===== config.mk =====
export PLATFORM = sky130hd
export DESIGN_NAME = datapath_execute
export DESIGN_NICKNAME = d
export VERILOG_FILES = /design/src/rtl/definesPkg.sv /design/src/rtl/datapath_alu.sv /design/src/rtl/datapath_execute.sv
export SDC_FILE = /design/constraint.sdc
export NUM_CORES = 1
export LEC_CHECK = 0
export BUFFER_PORTS_ARGS = -buffer_cell sky130_fd_sc_hd__buf_2
export CAP_MARGIN = 20
export CORE_MARGIN = 5
export CORE_UTILIZATION = 25
export CTS_CLUSTER_DIAMETER = 100
export DETAILED_ROUTE_END_ITERATION = 16
export GPL_TIMING_DRIVEN = 0
export SYNTH_ARGS = -nofsm -noshare
export SYNTH_HDL_FRONTEND = slang
export SYNTH_SLANG_ARGS = --single-unit

===== constraint.sdc =====
create_clock -name clk -period 8 [get_ports clk]
set_input_delay 0.4 -clock clk [delete_from_list [all_inputs] [get_ports clk]]
set_output_delay 0.4 -clock clk [all_outputs]
set_load 0.03 [all_outputs]

===== src/rtl/definesPkg.sv =====
// Shared definitions for the 16-bit pipelined CPU: bundle widths, opcode
// encodings, the pipeline bundle layouts and register-write decode helpers.
package definesPkg;

   localparam int RR_EX_WIDTH = 65;
   localparam int EX_WB_WIDTH = 82;

   // Opcode lives in instr[4:0]. Control transfers occupy x1xxx, with bit 4
   // selecting the immediate (PC-relative) form over the register form.
   typedef enum logic [4:0] {
      OP_NOP   = 5'b00000,
      OP_MV    = 5'b00001,
      OP_ADD   = 5'b00010,
      OP_SUB   = 5'b00011,
      OP_CMP   = 5'b00100,
      OP_LD    = 5'b00101,
      OP_ST    = 5'b00110,
      OP_JR    = 5'b01000,
      OP_JZ    = 5'b01001,
      OP_JN    = 5'b01010,
      OP_CALLR = 5'b01100,
      OP_MVI   = 5'b10001,
      OP_ADDI  = 5'b10010,
      OP_SUBI  = 5'b10011,
      OP_CMPI  = 5'b10100,
      OP_MVHI  = 5'b10101,
      OP_J     = 5'b11000,
      OP_JZI   = 5'b11001,
      OP_JNI   = 5'b11010,
      OP_CALL  = 5'b11100
   } opcode_e;

   typedef enum logic [1:0] {
      ALU_PASS_B = 2'd0,
      ALU_ADD    = 2'd1,
      ALU_SUB    = 2'd2,
      ALU_HI     = 2'd3
   } alu_op_e;

   // Register-read to execute bundle; PC is already instr address + 2.
   typedef struct packed {
      logic [15:0] pc;
      logic        valid;
      logic [15:0] data1;
      logic [15:0] data2;
      logic [15:0] instr;
   } rr_ex_t;

   // Execute to writeback bundle.
   typedef struct packed {
      logic        taken;
      logic [15:0] pc;
      logic        valid;
      logic [15:0] data1;
      logic [15:0] data2;
      logic [15:0] alu_out;
      logic [15:0] instr;
   } ex_wb_t;

   // True for calls, whose written value is the return address (PC), not ALUout.
   function automatic logic is_call(input logic [15:0] instr);
      return (instr[4:0] == OP_CALL) || (instr[4:0] == OP_CALLR);
   endfunction

   // True when the instruction commits a register at writeback. Loads also
   // write, but their data arrives from memory and is never forwarded here.
   function automatic logic writes_reg(input logic [15:0] instr);
      logic w;
      case (instr[4:0])
         OP_MV, OP_ADD, OP_SUB, OP_MVI, OP_ADDI, OP_SUBI, OP_MVHI,
         OP_CALL, OP_CALLR: w = 1'b1;
         default:           w = 1'b0;
      endcase
      return w;
   endfunction

   // Destination register: r7 for calls (link register), Rx otherwise.
   function automatic logic [2:0] dest_reg(input logic [15:0] instr);
      return is_call(instr) ? 3'd7 : instr[7:5];
   endfunction

endpackage


===== src/rtl/datapath_alu.sv =====
// Combinational 16-bit ALU for the execute stage. Arithmetic is modulo 2^16;
// the carry is dropped. z/n describe the result for the flag register.
module datapath_alu
   import definesPkg::*;
(
   input  alu_op_e     op,
   input  logic [15:0] a,
   input  logic [15:0] b,
   output logic [15:0] result,
   output logic        z,
   output logic        n
);

   // Select the result for the requested operation.
   always_comb begin
      // NOTE: every variable written here gets a default first, so no path
      // leaves it unassigned and no latch is inferred.
      result = b;
      case (op)
         ALU_PASS_B: result = b;
         ALU_ADD:    result = a + b;
         ALU_SUB:    result = a - b;
         ALU_HI:     result = {b[7:0], a[7:0]};
         default:    result = b;
      endcase
   end

   assign z = (result == 16'h0000);
   assign n = result[15];

endmodule


===== src/rtl/datapath_execute.sv =====
// Execute stage: operand forwarding from the EX_WB register, ALU and N/Z
// flags, load/store strobes, and resolution of jumps, branches and calls.
module datapath_execute
   import definesPkg::*;
(
   input  logic                   clk,
   input  logic                   reset,
   input  logic [RR_EX_WIDTH-1:0] RR_EX,
   input  logic                   i_stall,
   output logic [EX_WB_WIDTH-1:0] EX_WB,
   output logic                   o_pc_redirect,
   output logic [15:0]            o_pc_target,
   output logic                   o_flush,
   output logic [15:0]            o_ldst_addr,
   output logic [15:0]            o_ldst_wrdata,
   output logic                   o_ldst_rd,
   output logic                   o_ldst_wr
);

   rr_ex_t      rr;
   ex_wb_t      ex_q;
   ex_wb_t      ex_d;
   logic        z_q;
   logic        n_q;

   logic        fwd_en;
   logic [2:0]  fwd_dst;
   logic [15:0] fwd_val;
   logic [2:0]  rx;
   logic [2:0]  ry;
   logic [15:0] op_x;
   logic [15:0] op_y;
   logic [15:0] simm8;
   logic [15:0] imm_target;

   alu_op_e     alu_op;
   logic [15:0] alu_b;
   logic [15:0] alu_res;
   logic        alu_z;
   logic        alu_n;
   logic        sets_flags;
   logic        taken_raw;
   logic [15:0] target;
   logic        is_ld;
   logic        is_st;
   logic        fire;

   assign rr    = rr_ex_t'(RR_EX);
   assign EX_WB = ex_q;

   assign rx         = rr.instr[7:5];
   assign ry         = rr.instr[10:8];
   assign simm8      = {{8{rr.instr[15]}}, rr.instr[15:8]};
   assign imm_target = rr.pc + {{4{rr.instr[15]}}, rr.instr[15:5], 1'b0};

   // The instruction held in EX_WB is one step older than the one in execute;
   // its result has not reached the register file, so bypass it.
   assign fwd_en  = ex_q.valid && writes_reg(ex_q.instr);
   assign fwd_dst = dest_reg(ex_q.instr);
   assign fwd_val = is_call(ex_q.instr) ? ex_q.pc : ex_q.alu_out;
   assign op_x    = (fwd_en && (fwd_dst == rx)) ? fwd_val : rr.data1;
   assign op_y    = (fwd_en && (fwd_dst == ry)) ? fwd_val : rr.data2;

   datapath_alu u_alu (
      .op     (alu_op),
      .a      (op_x),
      .b      (alu_b),
      .result (alu_res),
      .z      (alu_z),
      .n      (alu_n)
   );

   // Decode the opcode into ALU control, flag enable, memory and branch intent.
   always_comb begin
      alu_op     = ALU_PASS_B;
      alu_b      = op_y;
      sets_flags = 1'b0;
      taken_raw  = 1'b0;
      target     = op_x;
      is_ld      = 1'b0;
      is_st      = 1'b0;
      case (rr.instr[4:0])
         OP_MV:   alu_op = ALU_PASS_B;
         OP_ADD: begin
            alu_op     = ALU_ADD;
            sets_flags = 1'b1;
         end
         OP_SUB, OP_CMP: begin
            alu_op     = ALU_SUB;
            sets_flags = 1'b1;
         end
         OP_MVI:  alu_b = simm8;
         OP_ADDI: begin
            alu_op     = ALU_ADD;
            alu_b      = simm8;
            sets_flags = 1'b1;
         end
         OP_SUBI, OP_CMPI: begin
            alu_op     = ALU_SUB;
            alu_b      = simm8;
            sets_flags = 1'b1;
         end
         OP_MVHI: begin
            alu_op = ALU_HI;
            alu_b  = {8'h00, rr.instr[15:8]};
         end
         OP_LD:   is_ld = 1'b1;
         OP_ST:   is_st = 1'b1;
         OP_JR, OP_CALLR: taken_raw = 1'b1;
         OP_JZ:   taken_raw = z_q;
         OP_JN:   taken_raw = n_q;
         OP_J, OP_CALL: begin
            taken_raw = 1'b1;
            target    = imm_target;
         end
         OP_JZI: begin
            taken_raw = z_q;
            target    = imm_target;
         end
         OP_JNI: begin
            taken_raw = n_q;
            target    = imm_target;
         end
         default: ;
      endcase
   end

   // Side effects leave the stage only for a live, unstalled instruction and
   // never while reset is held, even if upstream still presents valid.
   assign fire          = reset && rr.valid && !i_stall;
   assign o_pc_redirect = fire && taken_raw;
   assign o_flush       = o_pc_redirect;
   assign o_pc_target   = o_pc_redirect ? target : 16'h0000;
   assign o_ldst_rd     = fire && is_ld;
   assign o_ldst_wr     = fire && is_st;
   assign o_ldst_addr   = (o_ldst_rd || o_ldst_wr) ? op_y : 16'h0000;
   assign o_ldst_wrdata = o_ldst_wr ? op_x : 16'h0000;

   // Assemble the next EX_WB bundle from the forwarded operands.
   always_comb begin
      ex_d.taken   = rr.valid && taken_raw;
      ex_d.pc      = rr.pc;
      ex_d.valid   = rr.valid;
      ex_d.data1   = op_x;
      ex_d.data2   = op_y;
      ex_d.alu_out = alu_res;
      ex_d.instr   = rr.instr;
   end

   // EX_WB and flag registers; both freeze while stalled.
   always_ff @(posedge clk or negedge reset) begin
      // NOTE: sequential state uses non-blocking assignments so every
      // register samples pre-edge values regardless of statement order.
      if (!reset) begin
         ex_q <= '0;
         z_q  <= 1'b0;
         n_q  <= 1'b0;
      end else if (!i_stall) begin
         ex_q <= ex_d;
         if (rr.valid && sets_flags) begin
            z_q <= alu_z;
            n_q <= alu_n;
         end
      end
   end

endmodule


# After elaboration in Yosys (flattened, before gate mapping)
# Memories as Yosys holds them, arrays and structs flattened.
# Index checks and enable logic that the tools add are counted.
# totals
register_bits,84
latch_bits,0
ram_bits,0
rom_bits,32
input_bits,68
output_inout_bits,134
n_memories,1
# op_classes
addsub,3
mul,0
n_div,0
order_cmp,0
eq_ne,25
n_shift,0
mux,15
bitwise_logic,1
reduce_logical,24
# memory_table
name,depth,width,rd,rd_ports_with_merged_regs,write_ports,line_no,text
(name not given),32,1,1,0,0,definesPkg.sv:69,case (instr[4:0])
# ops
operator,count
$mux W16,7
$pmux W16 S4,1
$eq A5 B5 Y1 const B,10
$add A16 B16 Y16,2
$pmux W16 S2,1
$eq A5 B4 Y1 const B,5
$logic_not A16 Y1,1
$reduce_or A4 Y1,4
$sub A16 B16 Y16,1
$eq A5 B3 Y1 const B,3
$eq A5 B2 Y1 const B,2
$logic_and A1 B1 Y1,10
$eq A3 B3 Y1,2
$pmux W2 S3,1
$reduce_or A2 Y1,3
$reduce_or A6 Y1,1
$eq A2 B2 Y1 const B,2
$mux W1,3
$mux W3,1
$pmux W1 S3,1
$eq A2 B1 Y1 const B,1
$logic_not A2 Y1,1
$logic_or A1 B1 Y1,2
$reduce_and A2 Y1,1
2 further kinds,2

# Depth between registers and ports, before layout
# depth
depth_word,10
mapped_depth,24

# Modules after synthesis
# A second synthesis with hierarchy kept.
# hier_totals
cells_unflattened,778
area_unflattened_um2,6702.7
# modules_own_cells
module,n_inst,cells_each,area_per_inst_um2,seq_area_each_um2
datapath_execute,1,534,5083.6,2102.0
datapath_alu,1,244,1619.1,0.0

# Worst setup path before layout
# No wires, ideal clock.
# synth_timing
path_kind,register -> register
from,"reg ex_q, in the netlist EX_WB[0]"
to,"reg ex_q, in the netlist EX_WB[31]"
t_arrival_ns,5.058
required_time_ns,7.879
path_slack_ns,2.821
stages_incl_launch_ff,24
n_path_buf,2
period_less_slack_ns,5.179
path_cell_list,dfrtp_1 > and4bb_4 > buf_6 > nor3_4 > o22a_1 > buf_4 > nand4_1 > nand3_2 > inv_1 > ha_1 > nand4_1 > nor4b_4 > a21oi_1 > xor2_1 > ha_1 > a21o_1 > a21o_1 > a211oi_1 > o21ai_0 > o41ai_4 > nor3_1 > a2111oi_2 > and3_1 > o21ai_1
# synth_between
elab_chain_len,9
word_cells_on_any_way,17
classes_between,add/sub (2); eq/ne (4); mux (6); reduce/logical (4); memory (1)
# synth_rtl
item,line_no,text
start: declaration,datapath_execute.sv:21,ex_wb_t ex_q;
start signal: assignment,datapath_execute.sv:155,ex_q <= '0;
start signal: assignment,datapath_execute.sv:159,ex_q <= ex_d;
branches (longest 8 deep; another with $sub A16 B16 Y16),--,
$pmux W16 S4 (*),datapath_alu.sv:19,case (op)
# Mark *: on every way between the ends.
# A chain may end at the register's enable or synchronous reset.

# Final worst setup path
# Same ends and word-level chain as after synthesis.

==> flow_metrics.env <==
export IMPL_async_flop_share=1.00
export IMPL_max_cap_violations=0
export IMPL_core_sq_um=28900
export IMPL_route_detailed_drc=0
export IMPL_post_dp_hpwl_microns=27100
export IMPL_clkTransAtPathRegs_ns=0.08
export IMPL_cts_tree="built"
export IMPL_synth_xor_xnor_area_share=0.0453
export IMPL_viasPerCell=5.21
export IMPL_cp_required_ns=8.26
export IMPL_fin_crit_sh=0.762
export IMPL_final_setup_viol_count=0
export IMPL_synth_adder_area_share=0.0617
export IMPL_synth_area_sq_um=7340
export IMPL_r2r_start="EX_WB[0]$_DFFE_PN0N_"
export IMPL_die_area_sq_um=32900
export IMPL_start_kind="flop"
export IMPL_clk_path_buf_depth=2
export IMPL_yosysSeqAreaShare=0.286
export IMPL_max_freq_mhz=164
export IMPL_syn_area_per_cell_sq_um=8.10
export IMPL_crit_path_max_fanout=9
export IMPL_grt_pass1_wl_microns=49300
export IMPL_relSlewSlack=0.314
export IMPL_ys_ff_latch=84
export IMPL_p_per_area_nw_per_um2=178
export IMPL_h_tree_depth=3
export IMPL_final_nets=1221
export IMPL_synth_edf_count=0
export IMPL_dp_cells=1491
export IMPL_ir_worst_vdd_mv=0.0882
export IMPL_rows=62
export IMPL_routed_wl_microns=33300
export IMPL_start_util=0.254
export IMPL_wl_per_cell_microns=22.1
export IMPL_antenna_found_initial=3
export IMPL_synthCells=906
export IMPL_synth_compound_area_share=0.248
export IMPL_die_x_microns=181
export IMPL_numCtsBuffers=9
export IMPL_post_cts_buffers=0
export IMPL_worstSetupEndpointType="flop"
export IMPL_synthFlopType="dfrtp_1"
export IMPL_final_cells=1509
export IMPL_synth_area_mux_share=0.0736
export IMPL_status="finished clean"
export IMPL_clkLatencyLatePin_ns=0.37
export IMPL_synth_top_cells_by_area="dfrtp_1 (29%), nor2_1 (6.3%), nand2_1 (5.7%), ha_1 (5.6%), o21ai_0 (5.0%)"
export IMPL_crit_type="reg2reg"
export IMPL_yosysTopAreaCell="dfrtp_1"
export IMPL_holdBufCountCts=0
export IMPL_syn_num_nets=1009
export IMPL_fp_dieH_microns=181
export IMPL_track_usage=0.196
export IMPL_cts_sinks=84
export IMPL_grt_max_degree=44
export IMPL_worstPathArrival_ns=6.36
export IMPL_synth_top_family_by_area="compound AO/OA/AOI/OAI gates"
export IMPL_p_leak_nw=4.28
export IMPL_rrSetupSlack_ns=1.90
export IMPL_post_route_min_period_ns=6.10
export IMPL_reg2reg_depth=22
export IMPL_overflow=0
export IMPL_via_count=7869
export IMPL_pin_count=202
export IMPL_final_hold_viol_count=0
export IMPL_syn_to_final_growth_pct=24.7
export IMPL_hold_path_class="in2async"
export IMPL_tightest_slew_ns=1.03
export IMPL_drive_above_1_share=0.274
export IMPL_regToRegEndpoint="EX_WB[31]$_DFFE_PN0N_"
export IMPL_synth_top_area_frac=0.286
export IMPL_finClkSkew_ns=0.0174
export IMPL_gp_congestion=0.965
export IMPL_fin_setup_tns_ns=0
export IMPL_ant_nets=0
export IMPL_synthSimpleGateAreaFrac=0.230
export IMPL_io_buffer_count=200
export IMPL_synth_distinct_cells=89
export IMPL_cts_root_buf="clkbuf_16"
export IMPL_first_global_vias=7710
export IMPL_slew_viol_final=0
export IMPL_post_cts_resized=0
export IMPL_drtPass1Iterations=5
export IMPL_nFillCells=3142
export IMPL_first_iter_violations=673
export IMPL_rsz0062_at_grt="false"
export IMPL_yosysWarnings=0
[registers in the layout (all words and copies together) (netlist names)]
register / count
EX_WB: 82
z_q: 1
n_q: 1
[worst max-delay path by stage]
stage	depth (start not counted)	slack (ns)	from	end
3_3_place_gp	23	2.01	EX_WB[0]$_DFFE_PN0N_	EX_WB[31]$_DFFE_PN0N_
3_5_place_dp	23	1.95	EX_WB[0]$_DFFE_PN0N_	EX_WB[31]$_DFFE_PN0N_
2_1_floorplan	23	2.82	EX_WB[0]$_DFFE_PN0N_	EX_WB[31]$_DFFE_PN0N_
4_1_cts	23	1.94	EX_WB[0]$_DFFE_PN0N_	EX_WB[31]$_DFFE_PN0N_
5_1_grt	23	1.42	EX_WB[0]$_DFFE_PN0N_	n_q$_DFFE_PN0P_
6_report	22	1.90	EX_WB[0]$_DFFE_PN0N_	EX_WB[31]$_DFFE_PN0N_
[power by group]
part	total, mW	switching, mW	leakage [nW]	internal [mW]
registers	0.515	0.0442	1.02	0.470
clock network	0.444	0.222	0.148	0.222
logic	0.670	0.448	3.12	0.222
total	1.63	0.714	4.28	0.914
[cells in the final DEF (no fill, tap or decap), types with 11 or more instances in the layout]
master      n
a21oi_1    64
buf_2     208
clkbuf_1   35
dfrtp_1    84
ha_1       33
inv_1      39
mux2_2     29
mux2i_1    20
nand2_1   111
nand3_1    11
nor2_1    123
nor3_1     23
o211ai_1   15
o21a_1     11
o21ai_0    73
xnor2_1    28
[per-layer routing]
layer  GRT usage  up-vias  share of wire
li1            -     3678              -
met1       0.273     3726           0.45
met2       0.289      410           0.41
met3      0.0704       51           0.11
met4      0.0456        4          0.020
met5           0        -        0.00063
[logic make-up (layout without fill, tap and decap cells)]
group | Yosys count | after routing
buffers and inverters | 94 | 311
and+or+nand+nor | 346 | 346
muxes | 50 | 50
other | 0 | 2
AOI/OAI and AO/OA | 259 | 259
adders and majority gates | 35 | 35
DFF | 84 | 84
xor gates and xnor gates | 38 | 38
[per-stage QoR]
stage               area [sq um]  hold WS, ns  utilization  setup slack [ns]  total power [mW]
finish                      9160       0.0257        0.317              1.90              1.63
global route                9150       0.0696        0.317              1.42              1.71
CTS                         9150       0.0515        0.317              1.94              1.63
detailed placement          8850        0.453        0.307              1.95              1.18
global placement            8820        0.464        0.306              2.01              1.18
floorplan                   7340        0.104            -              2.82             0.949
[critical path: stages, from the launching register on]
cell       delay, ns
dfrtp_1         0.45
nand4bb_1       0.21
buf_2           0.25
a21boi_2        0.25
o22a_1          0.26
nand2_4         0.13
o311ai_2        0.67
inv_1           0.11
ha_1            0.23
nand4_1         0.13
nor4b_4         0.09
nor2_1          0.15
xnor2_1         0.12
ha_1            0.28
nor3_1          0.50
a311oi_1        0.23
a211oi_1        0.44
o21ai_0         0.24
o41ai_4         0.42
nor3_1          0.14
a2111oi_2       0.36
and3_1          0.25
o21ai_1         0.08
[final cells by class]
cell class                 count  area (sq um)  share of cell area
antenna                        2          5.00            0.000547
buffer                        53           248              0.0271
clock buffer                   9           225              0.0246
clock inverter                 7          71.3             0.00779
inverter                      41           154              0.0168
multi-input combinational    728          4840               0.528
sequential                    84          2100               0.230
tap                          384           480              0.0525
timing repair buffer         201          1030               0.113
[cell usage after synthesis, drive strengths merged (12+ instances only)]
cell type and instances:
o21ai 77, dfrtp 84, mux2 29, a21oi 67, mux2i 21, xnor2 28, o21a 12, buf 18
inv 41, nor2 125, nand2 114, nand3 12, ha 33, clkbuf 35, nor3 28, o211ai 18
Note: power is estimated with default switching activity, not from simulation.
